==> config.mk <==
export PLATFORM = sky130hd
export DESIGN_NAME = wbm_arbiter_flat
export DESIGN_NICKNAME = d
export VERILOG_FILES = /design/src/rtl/wbm_arbiter_if.sv /design/src/rtl/wbm_arbiter.sv /design/src/flat_wrapper.sv
export SDC_FILE = /design/constraint.sdc
export NUM_CORES = 1
export LEC_CHECK = 0
export CAP_MARGIN = 20
export CORE_AREA = 2 2 120 122
export CTS_CLUSTER_SIZE = 24
export DETAILED_ROUTE_END_ITERATION = 7
export DIE_AREA = 0 0 122 124
export MAX_ROUTING_LAYER = met4
export PLACE_DENSITY = 0.52
export SETUP_SLACK_MARGIN = 0.5
export SYNTH_ARGS = -nofsm -noshare
export SYNTH_HDL_FRONTEND = slang
export SYNTH_SLANG_ARGS = --single-unit
==> constraint.sdc <==
create_clock -name clk_i -period 2.9 [get_ports clk_i]
set_input_delay 0.725 -clock clk_i [delete_from_list [all_inputs] [get_ports clk_i]]
set_output_delay 0.725 -clock clk_i [all_outputs]
set_load 0.02 [all_outputs]
==> src/rtl/wbm_arbiter_if.sv <==
// ---------------------------------------------------------------------------
// wbm_arbiter_if
//   Bundle of every bus-side signal of the two-master / one-slave pipelined
//   Wishbone arbiter. Signal names carry the arbiter's own direction suffix
//   (_i = into the arbiter, _o = out of the arbiter).
//
//   m0_* : port 0 (instruction fetch) master link
//   m1_* : port 1 (LSU) master link
//   s_*  : shared slave link
//
//   Modports:
//     slave  - the arbiter's view (it terminates the master links and
//              drives the shared slave link)
//     master - the environment's view (masters and slave model)
// ---------------------------------------------------------------------------
interface wbm_arbiter_if #(
  parameter int ADDR_W = 64,
  parameter int DATA_W = 16
);
  // Port 0 (fetch)
  logic              m0_cyc_i;
  logic              m0_stb_i;
  logic              m0_we_i;
  logic [ADDR_W-1:0] m0_adr_i;
  logic [DATA_W-1:0] m0_dat_i;
  logic              m0_gnt_o;
  logic              m0_stall_o;
  logic              m0_ack_o;
  logic [DATA_W-1:0] m0_dat_o;
  // Port 1 (LSU)
  logic              m1_cyc_i;
  logic              m1_stb_i;
  logic              m1_we_i;
  logic [ADDR_W-1:0] m1_adr_i;
  logic [DATA_W-1:0] m1_dat_i;
  logic              m1_gnt_o;
  logic              m1_stall_o;
  logic              m1_ack_o;
  logic [DATA_W-1:0] m1_dat_o;
  // Slave
  logic              s_cyc_o;
  logic              s_stb_o;
  logic              s_we_o;
  logic [ADDR_W-1:0] s_adr_o;
  logic [DATA_W-1:0] s_dat_o;
  logic              s_ack_i;
  logic [DATA_W-1:0] s_dat_i;

  modport slave (
    input  m0_cyc_i, m0_stb_i, m0_we_i, m0_adr_i, m0_dat_i,
    output m0_gnt_o, m0_stall_o, m0_ack_o, m0_dat_o,
    input  m1_cyc_i, m1_stb_i, m1_we_i, m1_adr_i, m1_dat_i,
    output m1_gnt_o, m1_stall_o, m1_ack_o, m1_dat_o,
    output s_cyc_o, s_stb_o, s_we_o, s_adr_o, s_dat_o,
    input  s_ack_i, s_dat_i
  );

  modport master (
    output m0_cyc_i, m0_stb_i, m0_we_i, m0_adr_i, m0_dat_i,
    input  m0_gnt_o, m0_stall_o, m0_ack_o, m0_dat_o,
    output m1_cyc_i, m1_stb_i, m1_we_i, m1_adr_i, m1_dat_i,
    input  m1_gnt_o, m1_stall_o, m1_ack_o, m1_dat_o,
    input  s_cyc_o, s_stb_o, s_we_o, s_adr_o, s_dat_o,
    output s_ack_i, s_dat_i
  );
endinterface

==> src/rtl/wbm_arbiter.sv <==
// ---------------------------------------------------------------------------
// wbm_arbiter
//   Shares one pipelined Wishbone slave between port 0 (fetch) and port 1
//   (LSU). A master owns the bus for a whole burst; ownership is released
//   only once that master has dropped cyc and every outstanding beat has
//   been acknowledged. Ties from IDLE go to the port that did not own the
//   bus last (port 0 wins the first tie after reset).
//
//   Handshake: a beat transfers on a cycle where the master holds stb high
//   and its stall_o is low; a stalled master keeps the same beat on its
//   inputs. Each transferred beat is owed exactly one s_ack_i, returned in
//   order; acks arriving with nothing outstanding are dropped.
//
//   Ports:
//     clk_i     clock, all state on rising edge
//     reset_ni  asynchronous active-low reset
//     bus       wbm_arbiter_if.slave (master links m0/m1 + slave link s)
//     state_o   debug: FSM state (0 IDLE, 1 OWN0, 2 OWN1)
//     count_o   debug: outstanding-beat count
// ---------------------------------------------------------------------------
module wbm_arbiter #(
  parameter int ADDR_W = 64,
  parameter int DATA_W = 16,
  parameter int CNT_W  = 4
) (
  input  logic             clk_i,
  input  logic             reset_ni,
  wbm_arbiter_if.slave     bus,
  output logic [1:0]       state_o,
  output logic [CNT_W-1:0] count_o
);

  typedef enum logic [1:0] {
    IDLE = 2'd0,
    OWN0 = 2'd1,
    OWN1 = 2'd2
  } state_t;

  localparam logic [CNT_W-1:0] CNT_MAX = '1;
  localparam logic [CNT_W-1:0] CNT_ONE = CNT_W'(1);

  state_t           state_q, state_d;
  logic [CNT_W-1:0] count_q, count_d;
  logic             last_q, last_d;

  logic own0, own1;
  logic own_cyc, own_stb;
  logic cnt_full, cnt_nz;
  logic fwd_stb, ack_ok, release_own;

  always_comb begin
    own0     = (state_q == OWN0);
    own1     = (state_q == OWN1);
    cnt_full = (count_q == CNT_MAX);
    cnt_nz   = (count_q != '0);
    // Acks with nothing outstanding are spurious and never reach a master.
    ack_ok   = bus.s_ack_i & cnt_nz;

    own_cyc = 1'b0;
    own_stb = 1'b0;
    if (own0) begin
      own_cyc = bus.m0_cyc_i;
      own_stb = bus.m0_stb_i;
    end else if (own1) begin
      own_cyc = bus.m1_cyc_i;
      own_stb = bus.m1_stb_i;
    end
    fwd_stb = own_stb & ~cnt_full;

    // Slave link
    bus.s_cyc_o = own0 | own1;
    bus.s_stb_o = fwd_stb;
    bus.s_we_o  = 1'b0;
    bus.s_adr_o = '0;
    bus.s_dat_o = '0;
    if (own0) begin
      bus.s_we_o  = bus.m0_we_i;
      bus.s_adr_o = bus.m0_adr_i;
      bus.s_dat_o = bus.m0_dat_i;
    end else if (own1) begin
      bus.s_we_o  = bus.m1_we_i;
      bus.s_adr_o = bus.m1_adr_i;
      bus.s_dat_o = bus.m1_dat_i;
    end

    // Master links. Grants come straight from the state register.
    // Stall is combinational from stb, so it is forced low while reset is
    // held to keep every output at 0 during reset.
    bus.m0_gnt_o   = own0;
    bus.m1_gnt_o   = own1;
    bus.m0_stall_o = reset_ni & (own0 ? (bus.m0_stb_i & cnt_full) : bus.m0_stb_i);
    bus.m1_stall_o = reset_ni & (own1 ? (bus.m1_stb_i & cnt_full) : bus.m1_stb_i);
    bus.m0_ack_o   = own0 & ack_ok;
    bus.m1_ack_o   = own1 & ack_ok;
    bus.m0_dat_o   = (own0 & ack_ok) ? bus.s_dat_i : '0;
    bus.m1_dat_o   = (own1 & ack_ok) ? bus.s_dat_i : '0;

    // Outstanding-beat counter; stb and ack together leave it unchanged.
    count_d = count_q;
    if (fwd_stb && !ack_ok) begin
      count_d = count_q + CNT_ONE;
    end else if (!fwd_stb && ack_ok) begin
      count_d = count_q - CNT_ONE;
    end

    // Owner lets go once cyc is low and nothing will be left outstanding.
    release_own = ~own_cyc & (count_d == '0);

    state_d = state_q;
    last_d  = last_q;
    unique case (state_q)
      IDLE: begin
        if (bus.m0_cyc_i && bus.m1_cyc_i) begin
          state_d = last_q ? OWN0 : OWN1;
        end else if (bus.m0_cyc_i) begin
          state_d = OWN0;
        end else if (bus.m1_cyc_i) begin
          state_d = OWN1;
        end
      end
      OWN0: begin
        if (release_own) begin
          last_d  = 1'b0;
          state_d = bus.m1_cyc_i ? OWN1 : IDLE;
        end
      end
      OWN1: begin
        if (release_own) begin
          last_d  = 1'b1;
          state_d = bus.m0_cyc_i ? OWN0 : IDLE;
        end
      end
      default: state_d = IDLE;
    endcase
  end

  always_ff @(posedge clk_i or negedge reset_ni) begin
    if (!reset_ni) begin
      state_q <= IDLE;
      count_q <= '0;
      last_q  <= 1'b1;
    end else begin
      state_q <= state_d;
      count_q <= count_d;
      last_q  <= last_d;
    end
  end

  assign state_o = state_q;
  assign count_o = count_q;

endmodule

==> src/flat_wrapper.sv <==
// flat-port wrapper written by rule: the top's interface ports become plain ports
module wbm_arbiter_flat 
#(
  parameter int ADDR_W = 64,
  parameter int DATA_W = 16,
  parameter int CNT_W  = 4
)
  (clk_i, reset_ni, state_o, count_o, bus_m0_cyc_i, bus_m0_stb_i, bus_m0_we_i, bus_m0_adr_i, bus_m0_dat_i, bus_m0_gnt_o, bus_m0_stall_o, bus_m0_ack_o, bus_m0_dat_o, bus_m1_cyc_i, bus_m1_stb_i, bus_m1_we_i, bus_m1_adr_i, bus_m1_dat_i, bus_m1_gnt_o, bus_m1_stall_o, bus_m1_ack_o, bus_m1_dat_o, bus_s_cyc_o, bus_s_stb_o, bus_s_we_o, bus_s_adr_o, bus_s_dat_o, bus_s_ack_i, bus_s_dat_i);
  wbm_arbiter_if #(.ADDR_W(ADDR_W), .DATA_W(DATA_W)) bus_i ();
  input  logic clk_i;
  input  logic reset_ni;
  output logic [1:0] state_o;
  output logic [CNT_W-1:0] count_o;
  input wire logic [$bits(bus_i.m0_cyc_i)-1:0] bus_m0_cyc_i;
  input wire logic [$bits(bus_i.m0_stb_i)-1:0] bus_m0_stb_i;
  input wire logic [$bits(bus_i.m0_we_i)-1:0] bus_m0_we_i;
  input wire logic [$bits(bus_i.m0_adr_i)-1:0] bus_m0_adr_i;
  input wire logic [$bits(bus_i.m0_dat_i)-1:0] bus_m0_dat_i;
  output wire logic [$bits(bus_i.m0_gnt_o)-1:0] bus_m0_gnt_o;
  output wire logic [$bits(bus_i.m0_stall_o)-1:0] bus_m0_stall_o;
  output wire logic [$bits(bus_i.m0_ack_o)-1:0] bus_m0_ack_o;
  output wire logic [$bits(bus_i.m0_dat_o)-1:0] bus_m0_dat_o;
  input wire logic [$bits(bus_i.m1_cyc_i)-1:0] bus_m1_cyc_i;
  input wire logic [$bits(bus_i.m1_stb_i)-1:0] bus_m1_stb_i;
  input wire logic [$bits(bus_i.m1_we_i)-1:0] bus_m1_we_i;
  input wire logic [$bits(bus_i.m1_adr_i)-1:0] bus_m1_adr_i;
  input wire logic [$bits(bus_i.m1_dat_i)-1:0] bus_m1_dat_i;
  output wire logic [$bits(bus_i.m1_gnt_o)-1:0] bus_m1_gnt_o;
  output wire logic [$bits(bus_i.m1_stall_o)-1:0] bus_m1_stall_o;
  output wire logic [$bits(bus_i.m1_ack_o)-1:0] bus_m1_ack_o;
  output wire logic [$bits(bus_i.m1_dat_o)-1:0] bus_m1_dat_o;
  output wire logic [$bits(bus_i.s_cyc_o)-1:0] bus_s_cyc_o;
  output wire logic [$bits(bus_i.s_stb_o)-1:0] bus_s_stb_o;
  output wire logic [$bits(bus_i.s_we_o)-1:0] bus_s_we_o;
  output wire logic [$bits(bus_i.s_adr_o)-1:0] bus_s_adr_o;
  output wire logic [$bits(bus_i.s_dat_o)-1:0] bus_s_dat_o;
  input wire logic [$bits(bus_i.s_ack_i)-1:0] bus_s_ack_i;
  input wire logic [$bits(bus_i.s_dat_i)-1:0] bus_s_dat_i;
  assign bus_i.m0_cyc_i = bus_m0_cyc_i;
  assign bus_i.m0_stb_i = bus_m0_stb_i;
  assign bus_i.m0_we_i = bus_m0_we_i;
  assign bus_i.m0_adr_i = bus_m0_adr_i;
  assign bus_i.m0_dat_i = bus_m0_dat_i;
  assign bus_m0_gnt_o = bus_i.m0_gnt_o;
  assign bus_m0_stall_o = bus_i.m0_stall_o;
  assign bus_m0_ack_o = bus_i.m0_ack_o;
  assign bus_m0_dat_o = bus_i.m0_dat_o;
  assign bus_i.m1_cyc_i = bus_m1_cyc_i;
  assign bus_i.m1_stb_i = bus_m1_stb_i;
  assign bus_i.m1_we_i = bus_m1_we_i;
  assign bus_i.m1_adr_i = bus_m1_adr_i;
  assign bus_i.m1_dat_i = bus_m1_dat_i;
  assign bus_m1_gnt_o = bus_i.m1_gnt_o;
  assign bus_m1_stall_o = bus_i.m1_stall_o;
  assign bus_m1_ack_o = bus_i.m1_ack_o;
  assign bus_m1_dat_o = bus_i.m1_dat_o;
  assign bus_s_cyc_o = bus_i.s_cyc_o;
  assign bus_s_stb_o = bus_i.s_stb_o;
  assign bus_s_we_o = bus_i.s_we_o;
  assign bus_s_adr_o = bus_i.s_adr_o;
  assign bus_s_dat_o = bus_i.s_dat_o;
  assign bus_i.s_ack_i = bus_s_ack_i;
  assign bus_i.s_dat_i = bus_s_dat_i;
  wbm_arbiter #(.ADDR_W(ADDR_W), .DATA_W(DATA_W), .CNT_W(CNT_W)) u_core (.clk_i(clk_i), .reset_ni(reset_ni), .bus(bus_i), .state_o(state_o), .count_o(count_o));
endmodule
# Word-level counts from Yosys, hierarchy flattened
# Index checks and enable logic that the tools add are counted.
# op_classes
add_sub_neg	2
eq_ne	6
n_mux	28
n_bitwise	12
n_reduce_logical	11
# ops
operator	n
64-bit 2-to-1 mux	2
16-bit 2-to-1 mux	4
2-bit 2-to-1 mux	7
1-bit 2-to-1 mux	11
1-bit bitwise AND	9
4-bit 2-to-1 mux	2
2-bit case mux with 3 select lines	1
3-bit AND reduction	2
4-bit by 1-bit adder with 4-bit output, second input constant	1
4-bit equality test, second input constant	1
4-bit zero test	1
2-bit by 1-bit != test with 1-bit output, second input constant	2
4-bit by 3-bit != test with 1-bit output, second input constant	1
4-bit nonzero test	1
4-bit by 1-bit subtractor with 4-bit output, second input constant	1
1-bit logical AND	3
2-bit by 1-bit equality test with 1-bit output, second input constant	1
2-bit equality test, second input constant	1
1-bit zero test	2
2-bit zero test	1
1-bit NOT	2
1-bit case mux with 2 select lines	1
2-bit nonzero test	1
1-bit bitwise OR	1
# word_totals
ff_bits	7
inputBits	185
out_inout_bits	127
wordCells	62

# Longest topological paths before layout
# logic_depth
ltp_word	12
depth_mapped	10
depth_no_buf	9

# Least setup slack after synthesis
# Ideal clock, no wire load.
# synth_path
path_kind	reg2out
start	register u_core.state_q[0] (netlist: u_core.state_o[0])
end	output bus_m1_dat_o[10]
t_arrival_ns	2.161
t_required_ns	2.175
path_slack_ns	0.014
stages_incl_launch_ff	8
path_buffers	3
path_cell_list	dfrtp_1 -> inv_1 -> ha_1 -> clkbuf_1 -> and3_2 -> clkbuf_1 -> clkbuf_1 -> and2_1
# synth_between
elab_chain_len	3
# synth_lines
element	line	source
from (decl)	wbm_arbiter.sv:42	state_t state_q, state_d;
from (signal assigned)	wbm_arbiter.sv:143	state_q <= state_d;
2-bit equality test	wbm_arbiter.sv:53	own1 = (state_q == OWN1);
named net bus_m1_gnt_o	flat_wrapper.sv:28	output wire logic [$bits(bus_i.m1_gnt_o)-1:0] bus_m1_gnt_o;
1-bit bitwise AND	-	
named net bus_m1_ack_o	flat_wrapper.sv:30	output wire logic [$bits(bus_i.m1_ack_o)-1:0] bus_m1_ack_o;
16-bit 2-to-1 mux	wbm_arbiter.sv:96	bus.m1_dat_o = (own1 & ack_ok) ? bus.s_dat_i : '0;
to (decl)	flat_wrapper.sv:31	output wire logic [$bits(bus_i.m1_dat_o)-1:0] bus_m1_dat_o;
# The timed path passes the listed nets, and every way through them passes these cells.

# Final worst setup path
# layout_path
start	register u_core.count_q[1] (netlist: u_core.count_o[1])
end	output bus_m1_dat_o[12]
# layout_between
elab_chain_len	4
# layout_lines
element	line	source
from (decl)	wbm_arbiter.sv:43	logic [CNT_W-1:0] count_q, count_d;
from (signal assigned)	wbm_arbiter.sv:144	count_q <= count_d;
4-bit nonzero test	wbm_arbiter.sv:55	cnt_nz = (count_q != '0);
1-bit bitwise AND	wbm_arbiter.sv:57	ack_ok = bus.s_ack_i & cnt_nz;
1-bit bitwise AND	wbm_arbiter.sv:96	
16-bit 2-to-1 mux	wbm_arbiter.sv:96	
# Every way passes these cells.

==> metrics.yaml <==
flow_run:
  maxCapViolCount: 0
synth:
  synth_edf_count: 0
  avgSynthCellArea_um2: 7.71
  syn_area_um2: 1770
  synth-seq-cells: 7
  ys.flop_type: "dfrtp_1"
  yosys.area.top_type_share_pct: 40.0
  yosysWarnings: 0
  synth_top_cell_by_area: "a22o_1"
  synth-compound-area-share_pct: 49.7
  synthArstFlopShare_pct: 100
  yosys.area_share.xor_xnor_pct: 0
  synthCells: 230
  yosys-top-cells-area: "a22o_1 40%, and2_1 12%, dfrtp_1 8.5%"
  ys_seq_area_share_pct: 9.94
  yosysUniqueCellTypes: 43
  synth_top_family_by_area: "compound AO/OA/AOI/OAI gates"
  yosysMostFrequentCell: "a22o_1"
  synth_common_cells: "81 x a22o_1, 33 x and2_1, 25 x clkbuf_1"
  synthAdderAreaFrac_pct: 5.50
  synthMuxAreaShare_pct: 1.27
  synth-simple-area-share_pct: 26.0
  syn-num-nets: 421
timing:
  fin_ws_ps: 293
  fmax_ghz: 0.384
  setup_viol: 0
  maxSlewHeadroom_pct: 80.1
  fin_crit_ps: 2610
  fin_crit_sh_pct: 89.9
  hold_slack_ps: 494
  skew_ps: 1.09
  tightest_slew_ps: 295
  hold_viol: 0
  slew_viol_final: 0
  rsz0062_at_grt: "yes"
clock_tree:
  cts_tree: "built"
  max-clock-path-buffers: 2
  cts.sinks: 7
  clk_pin_slew_worst_paths_ps: 40
  hold_buffers: 0
  cts_buffers: 3
  clock_latency_ps: 230
  cts_root_buf: "clkbuf_16"
  htreeDepth: 1
finish:
  fin_cells: 789
  nNetsFinal: 801
  synthToLayoutAreaGrowth_pct: 309
  drive_gt1_share_pct: 57.1
  utilization_pct: 52.8
  diodes: 0
setup_path:
  r2r_start: "u_core.state_o[1]$_DFFE_PN0P_"
  crit_type: "reg -> out"
  reg2regPathDepth: 11
  startpoint_type: "register"
  cp.required_ps: 2170
  cp_max_fo: 8
  ff2ff_setup_slack_ps: 440
  reg2reg_to: "u_core.state_o[0]$_DFFE_PN0P_"
  arrival_ps: 1880
  crit_path_end_kind: "output pin"
routing:
  post_drt_wl_per_cell_um: 18.7
  vias: 3461
  routed_wl_um: 14800
  first_pass_iters: 4
  drc_errors: 0
  wl_met3_um: 1130
  wl_met1_um: 5270
  routed-wl-met2_um: 8280
  routed_via_density: 4.39
  maxUsedRoutingLayer: "met4"
  drt_iter0_markers: 68
  postRouteAntennaNets: 0
global_route:
  grt_max_degree: 14
  grt_pass1_vias: 3542
  grt_overflow: 0
  grt_pass1_wl_um: 20000
  antenna_found_initial: 0
  grt_usage_pct: 17.7
placed_design:
  dpl.cell_count: 731
  dp_slack_ps: -117
  gp_congestion: 0.834
  port_buffers: 311
  place_hpwl_um: 11600
floorplanning:
  io_pins: 312
  rows: 43
  die_h_um: 124
  core_um2: 13700
  die_width_um: 122
  start_util_pct: 12.9
  dieArea_um2: 15100
power:
  p_total_mw: 6.44
  power.density_nw_per_um2: 888
  p_leak_nw: 3.41
  ir_drop_uv: 376
run_status:
  status: "finished, final reports clean"
hold_path:
  min-delay-path-class: "in -> async"
cell families after synthesis:
logic type	Yosys count
DFF	7
muxes	1
buffers and inverters	34
and+or+nand+nor	74
AOI/OAI and AO/OA	106
adders and majority gates	8
routing by layer:
| metal | global-route usage (%) | vias to the layer above |
|---|---|---|
| met1 | 19.3 | 1630 |
| met4 | 2.16 | 0 |
| met5 | - | - |
| li1 | - | 1671 |
| met3 | 3.98 | 6 |
| met2 | 33.8 | 154 |
sequential cells by signal, indices dropped and copies added (netlist names):
signal,cells
u_core.last_q,1
u_core.state_o,2
u_core.count_o,4
placed cells by master (no fill, tap or decap), types with 3 or more instances in the layout:
cell / instances
buf_8: 10
buf_4: 46
nor2_1: 4
clkbuf_2: 3
clkdlybuf4s50_1: 186
inv_2: 5
a22o_4: 80
and2_1: 7
clkbuf_16: 7
and2_4: 27
a21oi_1: 5
o21ai_0: 5
nand2_1: 7
dfrtp_2: 4
and3_4: 4
buf_16: 5
ha_1: 3
buf_12: 12
ha_4: 3
buf_6: 124
dlymetal6s2s_1: 6
where the power goes:
group          total, mW  internal [mW]  switching (mW)  leakage [nW]
Combinational       6.01           3.46            2.55          3.29
Sequential         0.195          0.158          0.0368        0.0798
Clock              0.231          0.183          0.0486        0.0382
Total               6.44           3.80            2.64          3.41
worst max-delay path by stage:
stage                                          to  cells after the start                        start
floorplan                        bus_m0_dat_o[10]                      7  u_core.count_o[1]$_DFF_PN0_
global placement    u_core.state_o[0]$_DFFE_PN0P_                      8                  bus_s_ack_i
detailed placement                bus_m0_dat_o[5]                      4                  bus_s_ack_i
CTS                              bus_m1_dat_o[12]                      8  u_core.count_o[0]$_DFF_PN0_
global route                     bus_m1_dat_o[12]                      8  u_core.count_o[1]$_DFF_PN0_
finish                           bus_m1_dat_o[12]                      8  u_core.count_o[1]$_DFF_PN0_
worst max-delay path, cell delays in order (launching register included):
cell	delay (ps)
dfrtp_2	400
inv_2	70
ha_4	130
or3b_4	400
and3_4	170
buf_6	130
buf_6	100
and2_4	120
buf_6	120
repair_timing:
action	4_1_cts	5_1_grt
endpoints found under the setup margin	124	125
endpoints found under the hold margin	0	0
setup buffers	25	19
cloned	7	3
gates resized for setup	567	212
pin swaps	10	9
stage by stage:
step                TNS, ps  instance area [µm²]
floorplan                 0                 2740
detailed placement    -3400                 6170
global placement      -2600                 6170
CTS                       0                 6590
global route              0                 7250
finish                    0                 7250
cell type report:
class | instances | area, µm²
Clock buffer | 4 | 78.8
Fill cell | 1243 | 6470
Inverter | 7 | 26.3
Multi-Input combinational cell | 191 | 2360
Sequential cell | 7 | 181
Tap cell | 180 | 225
Timing Repair Buffer | 400 | 4370
No activity file was read; power rests on OpenSTA's default activity.
